[src/rtl/cpu16_pkg.sv]
// Shared cpu16 types: memory sequencer state encoding, bus widths, IorD codes.
package cpu16_pkg;

  localparam int unsigned ADDR_W_DEF = 16;
  localparam int unsigned DATA_W_DEF = 16;

  localparam logic IORD_PC  = 1'b1;
  localparam logic IORD_ALU = 1'b0;

  typedef enum logic [1:0] {
    MS_IDLE = 2'd0,
    MS_REQ  = 2'd1,
    MS_DONE = 2'd2,
    MS_ERR  = 2'd3
  } mem_state_t;

endpackage

[src/rtl/mem_timeout_counter.sv]
// Saturating REQ wait counter; expired flags count == LIMIT.
// LIMIT must be at least 1.
module mem_timeout_counter #(
  parameter int unsigned LIMIT = 15
) (
  input  logic clk,
  input  logic rst,
  input  logic clr,
  input  logic en,
  output logic expired
);

  localparam int unsigned W = $clog2(LIMIT + 1);
  localparam logic [W-1:0] MAX = W'(LIMIT);

  logic [W-1:0] count;

  always_ff @(posedge clk) begin
    if (rst || clr)
      count <= '0;
    else if (en && count != MAX)
      count <= count + 1'b1;
  end

  assign expired = (count == MAX);

endmodule

[src/rtl/mem_interface_unit.sv]
// Multicycle memory access sequencer (req/ack) with MDR.
// Optional REQ timeout enabled by defining MEM_TIMEOUT_EN.
module mem_interface_unit
  import cpu16_pkg::*;
#(
  parameter int unsigned ADDR_W         = ADDR_W_DEF,
  parameter int unsigned DATA_W         = DATA_W_DEF,
  parameter int unsigned TIMEOUT_CYCLES = 15
) (
  input  logic              CLK,
  input  logic              Reset,
  input  logic              MemRead,
  input  logic              MemWrite,
  input  logic              IorD,
  input  logic [ADDR_W-1:0] PC,
  input  logic [ADDR_W-1:0] ALUOut,
  input  logic [DATA_W-1:0] WriteData,
  output logic [DATA_W-1:0] MemData,
  output logic              MemDone,
  output logic              MemBusy,
  output logic              BusError,
  output logic              bus_req,
  output logic              bus_we,
  output logic [ADDR_W-1:0] bus_addr,
  output logic [DATA_W-1:0] bus_wdata,
  input  logic [DATA_W-1:0] bus_rdata,
  input  logic              bus_ack
);

  mem_state_t state, state_n;
  logic start;
  logic timeout;
  logic [ADDR_W-1:0] sel_addr;

  always_comb begin
    sel_addr = ALUOut;
    unique case (IorD)
      IORD_PC:  sel_addr = PC;
      IORD_ALU: sel_addr = ALUOut;
      default:  sel_addr = ALUOut;
    endcase
  end

`ifdef MEM_TIMEOUT_EN
  mem_timeout_counter #(
    .LIMIT(TIMEOUT_CYCLES)
  ) u_timeout (
    .clk    (CLK),
    .rst    (Reset),
    .clr    (state != MS_REQ),
    .en     ((state == MS_REQ) && !bus_ack),
    .expired(timeout)
  );
`else
  logic unused_timeout_cfg;
  assign unused_timeout_cfg = (TIMEOUT_CYCLES != 0);
  assign timeout = 1'b0;
`endif

  assign start = (state == MS_IDLE || state == MS_DONE)
               && (MemRead || MemWrite);

  always_comb begin
    state_n = state;
    unique case (state)
      MS_IDLE, MS_DONE:
        state_n = start ? MS_REQ : MS_IDLE;
      MS_REQ:
        if (bus_ack)
          state_n = MS_DONE;
        else if (timeout)
          state_n = MS_ERR;
      default:
        state_n = MS_IDLE;
    endcase
  end

  always_ff @(posedge CLK) begin
    if (Reset) begin
      state     <= MS_IDLE;
      bus_we    <= 1'b0;
      bus_addr  <= '0;
      bus_wdata <= '0;
      MemData   <= '0;
    end else begin
      state <= state_n;
      if (start) begin
        bus_addr  <= sel_addr;
        bus_wdata <= WriteData;
        bus_we    <= MemWrite;
      end
      // reads only; a completed write leaves the MDR alone
      if (state == MS_REQ && bus_ack && !bus_we)
        MemData <= bus_rdata;
    end
  end

  assign bus_req  = (state == MS_REQ);
  assign MemBusy  = (state == MS_REQ);
  assign MemDone  = (state == MS_DONE) || (state == MS_ERR);
  assign BusError = (state == MS_ERR);

endmodule

[config.mk]
export PLATFORM = sky130hd
export DESIGN_NAME = mem_interface_unit
export DESIGN_NICKNAME = d
export VERILOG_FILES = /design/src/rtl/cpu16_pkg.sv /design/src/rtl/mem_timeout_counter.sv /design/src/rtl/mem_interface_unit.sv
export SDC_FILE = /design/constraint.sdc
export NUM_CORES = 1
export LEC_CHECK = 0
export ABC_AREA = 1
export CORE_ASPECT_RATIO = 0.7
export CORE_MARGIN = 4
export CORE_UTILIZATION = 41
export CTS_BUF_LIST = sky130_fd_sc_hd__clkbuf_16
export DETAILED_ROUTE_END_ITERATION = 8
export PLACE_DENSITY_LB_ADDON = 0.3
export SLEW_MARGIN = 20
export SYNTH_ARGS = -nofsm -noshare
export SYNTH_HDL_FRONTEND = slang
export SYNTH_HIERARCHICAL = 1
export SYNTH_SLANG_ARGS = --single-unit
[constraint.sdc]
create_clock -name CLK -period 2.57 [get_ports CLK]
set_clock_uncertainty 0.15 [all_clocks]
set_input_delay 0.514 -clock CLK [delete_from_list [all_inputs] [get_ports CLK]]
set_output_delay 0.514 -clock CLK [all_outputs]
set_load 0.02 [all_outputs]
=== Word level (Yosys, flattened, before mapping) ===
Cells that the tools add are included.
W data, S select, Z words.

* Register bits: 51
* Bits of input ports: 70
* Output and inout port bits: 53
* Word-level logic and storage cells: 23

* Eq/ne operators: 4
* Multiplexer cells: 4
* Bitwise gates (word level): 1
* Reductions and logical operators: 9

{| class="wikitable"
|+ Operators with widths
! kind !! count
|-
| $pmux W16 S2 || 1
|-
| $eq A2 B2 Y1 const B || 2
|-
| $pmux W2 S2 || 1
|-
| $logic_and A1 B1 Y1 || 3
|-
| $logic_or A1 B1 Y1 || 3
|-
| $eq A2 B1 Y1 const B || 1
|-
| $logic_not A2 Y1 || 1
|-
| $mux W2 || 1
|-
| $ne A2 B1 Y1 const B || 1
|-
| $reduce_or A2 Y1 || 1
|-
| $logic_not A1 Y1 || 1
|-
| $mux W1 || 1
|-
| $not A1 Y1 || 1
|}

=== Longest topological paths before layout ===
* Word-level depth: 5
* Gate-level depth with buffers: 6
* Gate-level depth less buffers: 5

=== Least setup slack after synthesis ===
Ideal clock, no wire load.

* Kind: reg2out
* From: register state[0]
* To: output bus_req
* Arrival time: 933 ps
* Data required time: 1,906 ps
* Slack: 973 ps
* Stages on the path, launching flop included: 5
* Path buffers: 2
* Path through: dfxtp_1 > inv_2 > nor2_4 > buf_6 > buf_4

* Longest elaborated chain between the ends: 1

{| class="wikitable"
|+ Ends and longest elaborated chain
! what !! line !! text
|-
| start, declared || mem_interface_unit.sv:30 || <nowiki>mem_state_t state, state_n;</nowiki>
|-
| start signal, assigned || mem_interface_unit.sv:86 || <nowiki>state <= state_n;</nowiki>
|-
| $eq A2 B1 Y1 || n/a ||
|-
| end, declared || mem_interface_unit.sv:22 || <nowiki>output logic bus_req,</nowiki>
|}

No other way between the ends.

=== Final worst setup path ===
* From: register state[0]
* To: output MemBusy

* Longest elaborated chain between the ends: 1

{| class="wikitable"
|+ Ends and longest elaborated chain
! what !! line !! text
|-
| $eq A2 B1 Y1 || mem_interface_unit.sv:99 || <nowiki>assign MemBusy = (state == MS_REQ);</nowiki>
|-
| end, declared || mem_interface_unit.sv:20 || <nowiki>output logic MemBusy,</nowiki>
|}

No other way between the ends.

==> impl_summary.log <==
INFO  metric status = completed
INFO  metric period_share = 0.870
INFO  metric timing.max_cap.violations = 0
INFO  metric layout_cells_sized_above_1 = 0.0486
INFO  metric tns = 0 ns
INFO  metric critPathMaxFanout = 5
INFO  metric root_buffer_cell = sky130_fd_sc_hd__clkbuf_16
INFO  metric share_comb_of_total_power = 0.265
INFO  metric cts_max_path_bufs = 2
INFO  metric synth_warnings = 6
INFO  metric slew_headroom = 0.671
INFO  metric drtAntennaViolNets = 0
INFO  metric tightest_slew = between 0.4 and 0.5 ns
INFO  metric pin_count_of_the_biggest_net_entering_global_routing = 34
INFO  metric layout_common_cells = 122 x sky130_fd_sc_hd__clkdlybuf4s50_1, 98 x sky130_fd_sc_hd__nor2_1, 51 x sky130_fd_sc_hd__dfxtp_1, 47 x sky130_fd_sc_hd__o21ai_0, 38 x sky130_fd_sc_hd__inv_1
INFO  metric hold-worst-slack = 0.332 ns
INFO  metric port-buffer-count = around 120
INFO  metric gp_congestion = 0.780
INFO  metric cpMaxStageDelayCell = sky130_fd_sc_hd__clkdlybuf4s50_1
INFO  metric cts.sink_count = 51
INFO  metric met2_usage = 0.333
INFO  metric drt-initial-drc-count = between 70 and 80
INFO  metric timing.rr.start = state[0]
INFO  metric setup_violations = 0
INFO  metric netlist-cell-type-count = 17
INFO  metric crit_required = 1.91 ns
INFO  metric path_buf_inv = 2
INFO  metric total_power = between 0.002 and 0.0025 W
INFO  metric grt_pass1_vias = 2249
INFO  metric hold_viol_final = 0
INFO  metric boundaryPins = 123
INFO  metric top_usage_layer = met2
INFO  metric htree_levels = 2
INFO  metric synth_seq_area_share = 0.467
INFO  metric detailedPlacementHpwl = 5010 um
INFO  metric pwr-share-clk = 0.305
INFO  metric wl_per_cell = 13.2 um
INFO  metric critical_path.startpoint = state[0]
INFO  metric worst_setup_endpoint = MemBusy
INFO  metric placement_rows = 21
INFO  metric timing.final.crit_period = 2.24 ns
INFO  metric type_of_the_most_critical_hold_path = flop to flop
INFO  metric post_synth_instance_area = ~2200 sq um
INFO  metric power_switching_share = 0.286
INFO  metric vdd.ir_drop.worst = 0.285 mV
INFO  metric worst-endpoint-arrival = 1.57 ns
INFO  metric dr.pass1.iters = 5
INFO  metric cts-buffers-inserted = 5
INFO  metric rrSetupSlack = 1.19 ns
INFO  metric postRouteWirelength = 6640 um
INFO  metric syn_area_per_cell = just under 7 sq um
INFO  metric layout.area.seq = 1020 sq um
INFO  metric power.internal = 0.00149 W
INFO  metric start_util = 0.440
INFO  metric die-area = 6580 sq um
INFO  metric report.final.slew_viol_count = 0
INFO  metric critPathCaptureType = output port
INFO  metric avgViaCountPerCell = 4.66
INFO  metric timing.critical_path.cells = inv_2, nor2_4, clkdlybuf4s50_1
INFO  metric worstReg2RegEnd = bus_wdata[0]
INFO  metric core_region_area = 4970 sq um
INFO  metric mostFrequentLayoutCell = sky130_fd_sc_hd__clkdlybuf4s50_1
INFO  metric post_cts.repair.setup_buffers = 0
INFO  metric worst_skew_pair.late_latency = approximately 0.28 ns
INFO  metric finalInstanceArea = 3570 sq um
INFO  metric classification_of_the_worst_setup_path = flop to output port
INFO  metric drc_errors = 0
INFO  metric multi_input_comb_area = about 900 sq um
INFO  metric globalRouteOverflowTotal = 0
INFO  metric cp.depth = 3
INFO  metric clk_pin_slew = 0.07 ns
INFO  metric fill_cells = 399
INFO  metric netlist_instances = between 300 and 400
INFO  metric power_per_cell_area = approximately 600 nW/um^2
INFO  metric groute.layer.met3.usage = 0.0717
INFO  metric synth.ff_latch_count = 51
INFO  metric die_w = 95.3 um
INFO  metric cts_tree = yes
INFO  metric num-nets-final = ~500
INFO  metric grt.total_usage = 0.205
INFO  metric layout-area-overhead-vs-synth = 63.5%
INFO  metric number_of_antenna_violations_at_the_first_check_in_global_routing = 0
INFO  metric max_clock_freq = 0.447 GHz
INFO  metric critical_path.max_stage_delay = 0.64 ns
INFO  metric grt_setup_unrepaired = no
INFO  metric syn-num-nets = 385
INFO  metric critPathLaunchType = flop
INFO  metric die_h = 69.1 um
INFO  metric cp_top_family = buffers and inverters
INFO  metric net-switching-power = 0.000597 W
INFO  metric grt_util_met1 = 0.255
INFO  metric number_of_hold_buffers_added_after_cts = 0
INFO  metric worst-r2r-cell-count = 5
INFO  metric antenna_cells = 0
INFO  metric cts_resized = 0
INFO  metric p_leak = 1.56 nW
INFO  metric route.vias.total = 2334
INFO  metric power.sequential.fraction = 0.430
INFO  metric wire_length_of_the_first_global_routing_pass = 10800 um
INFO  metric placed_cell_area = 3430 sq um
==> logic make-up after synthesis <==
kind of cell	count (synthesis)	share of synthesized area
simple gates	154	0.294
buf+inv	59	0.121
compound gates	51	0.118
flops	51	0.467
==> worst min-delay path, cell delays in order (launching register included) <==
cell	delay, ns
sky130_fd_sc_hd__dfxtp_1	0.33
sky130_fd_sc_hd__nor2_1	0.05
sky130_fd_sc_hd__nor2_1	0.08
==> metrics by stage <==
stage               setup slack, ns  instances  utilization
global placement              0.640        493        0.691
finish                        0.335        501        0.720
global route                  0.271        501        0.720
detailed placement            0.612        493        0.691
CTS                           0.318        501        0.720
floorplan                     0.973        315            -
==> worst min-delay path by stage <==
| stage | from | endpoint | slack [ns] | cells after the start |
|---|---|---|---|---|
| 2_1_floorplan | state[0] | state[1] | 0.37 | 2 |
| 3_3_place_gp | bus_wdata[12] | bus_wdata[12] | 0.31 | 2 |
| 3_5_place_dp | bus_wdata[5] | bus_wdata[5] | 0.32 | 2 |
| 4_1_cts | bus_wdata[8] | bus_wdata[8] | 0.34 | 2 |
| 5_1_grt | bus_wdata[8] | bus_wdata[8] | 0.36 | 2 |
| 6_report | bus_wdata[8] | bus_wdata[8] | 0.33 | 2 |
==> registers in the layout, summed over array words and instances (netlist names) <==
signal	cells
MemData	16
bus_addr	16
bus_wdata	16
bus_we	1
state	2
==> power groups by stage <==
stage,registers (W),clock network [W],logic (W)
after global routing,0.000908,0.000686,0.000606
after CTS,0.000900,0.000648,0.000559
after detailed placement,0.000916,0,0.000556
after floorplan,0.000996,0,0.000186
final,0.000900,0.000638,0.000555
after global placement,0.000913,0,0.000545
==> Yosys cell counts <==
cell type / count / area [sq um]
sky130_fd_sc_hd__a21oi_1: 2 / 10.0
sky130_fd_sc_hd__buf_2: 10 / 50.1
sky130_fd_sc_hd__buf_4: 4 / 30.0
sky130_fd_sc_hd__buf_6: 2 / 22.5
sky130_fd_sc_hd__clkbuf_1: 5 / 18.8
sky130_fd_sc_hd__dfxtp_1: 51 / 1020
sky130_fd_sc_hd__inv_1: 37 / 139
sky130_fd_sc_hd__inv_2: 1 / 3.75
sky130_fd_sc_hd__nand2_1: 36 / 135
sky130_fd_sc_hd__nand3_2: 1 / 10.0
sky130_fd_sc_hd__nand4_1: 16 / 100
sky130_fd_sc_hd__nor2_1: 98 / 368
sky130_fd_sc_hd__nor2_2: 1 / 6.26
sky130_fd_sc_hd__nor2_4: 2 / 22.5
sky130_fd_sc_hd__o21ai_0: 47 / 235
sky130_fd_sc_hd__o21ai_1: 1 / 5.00
sky130_fd_sc_hd__o21ai_2: 1 / 8.76
==> metal layers <==
layer / vias to the layer above / share of wire / wire length [um]
met2: 78 / 0.46 / 3060
met1: 1038 / 0.43 / 2880
met3: 11 / 0.088 / 582
met5: - / 0 / 0
met4: 0 / 0.017 / 116
li1: 1207 / - / -
==> layout make-up <==
cell class | instances | share of cell area
multi-input cells | 205 | 0.252
well taps | 69 | 0.0242
inverters | 38 | 0.0399
clock buffers | 5 | 0.0350
repair buffers | 130 | 0.359
flip-flops and latches | 51 | 0.286
clock inverters | 3 | 0.00455
Power figures use the tool's default switching activity.
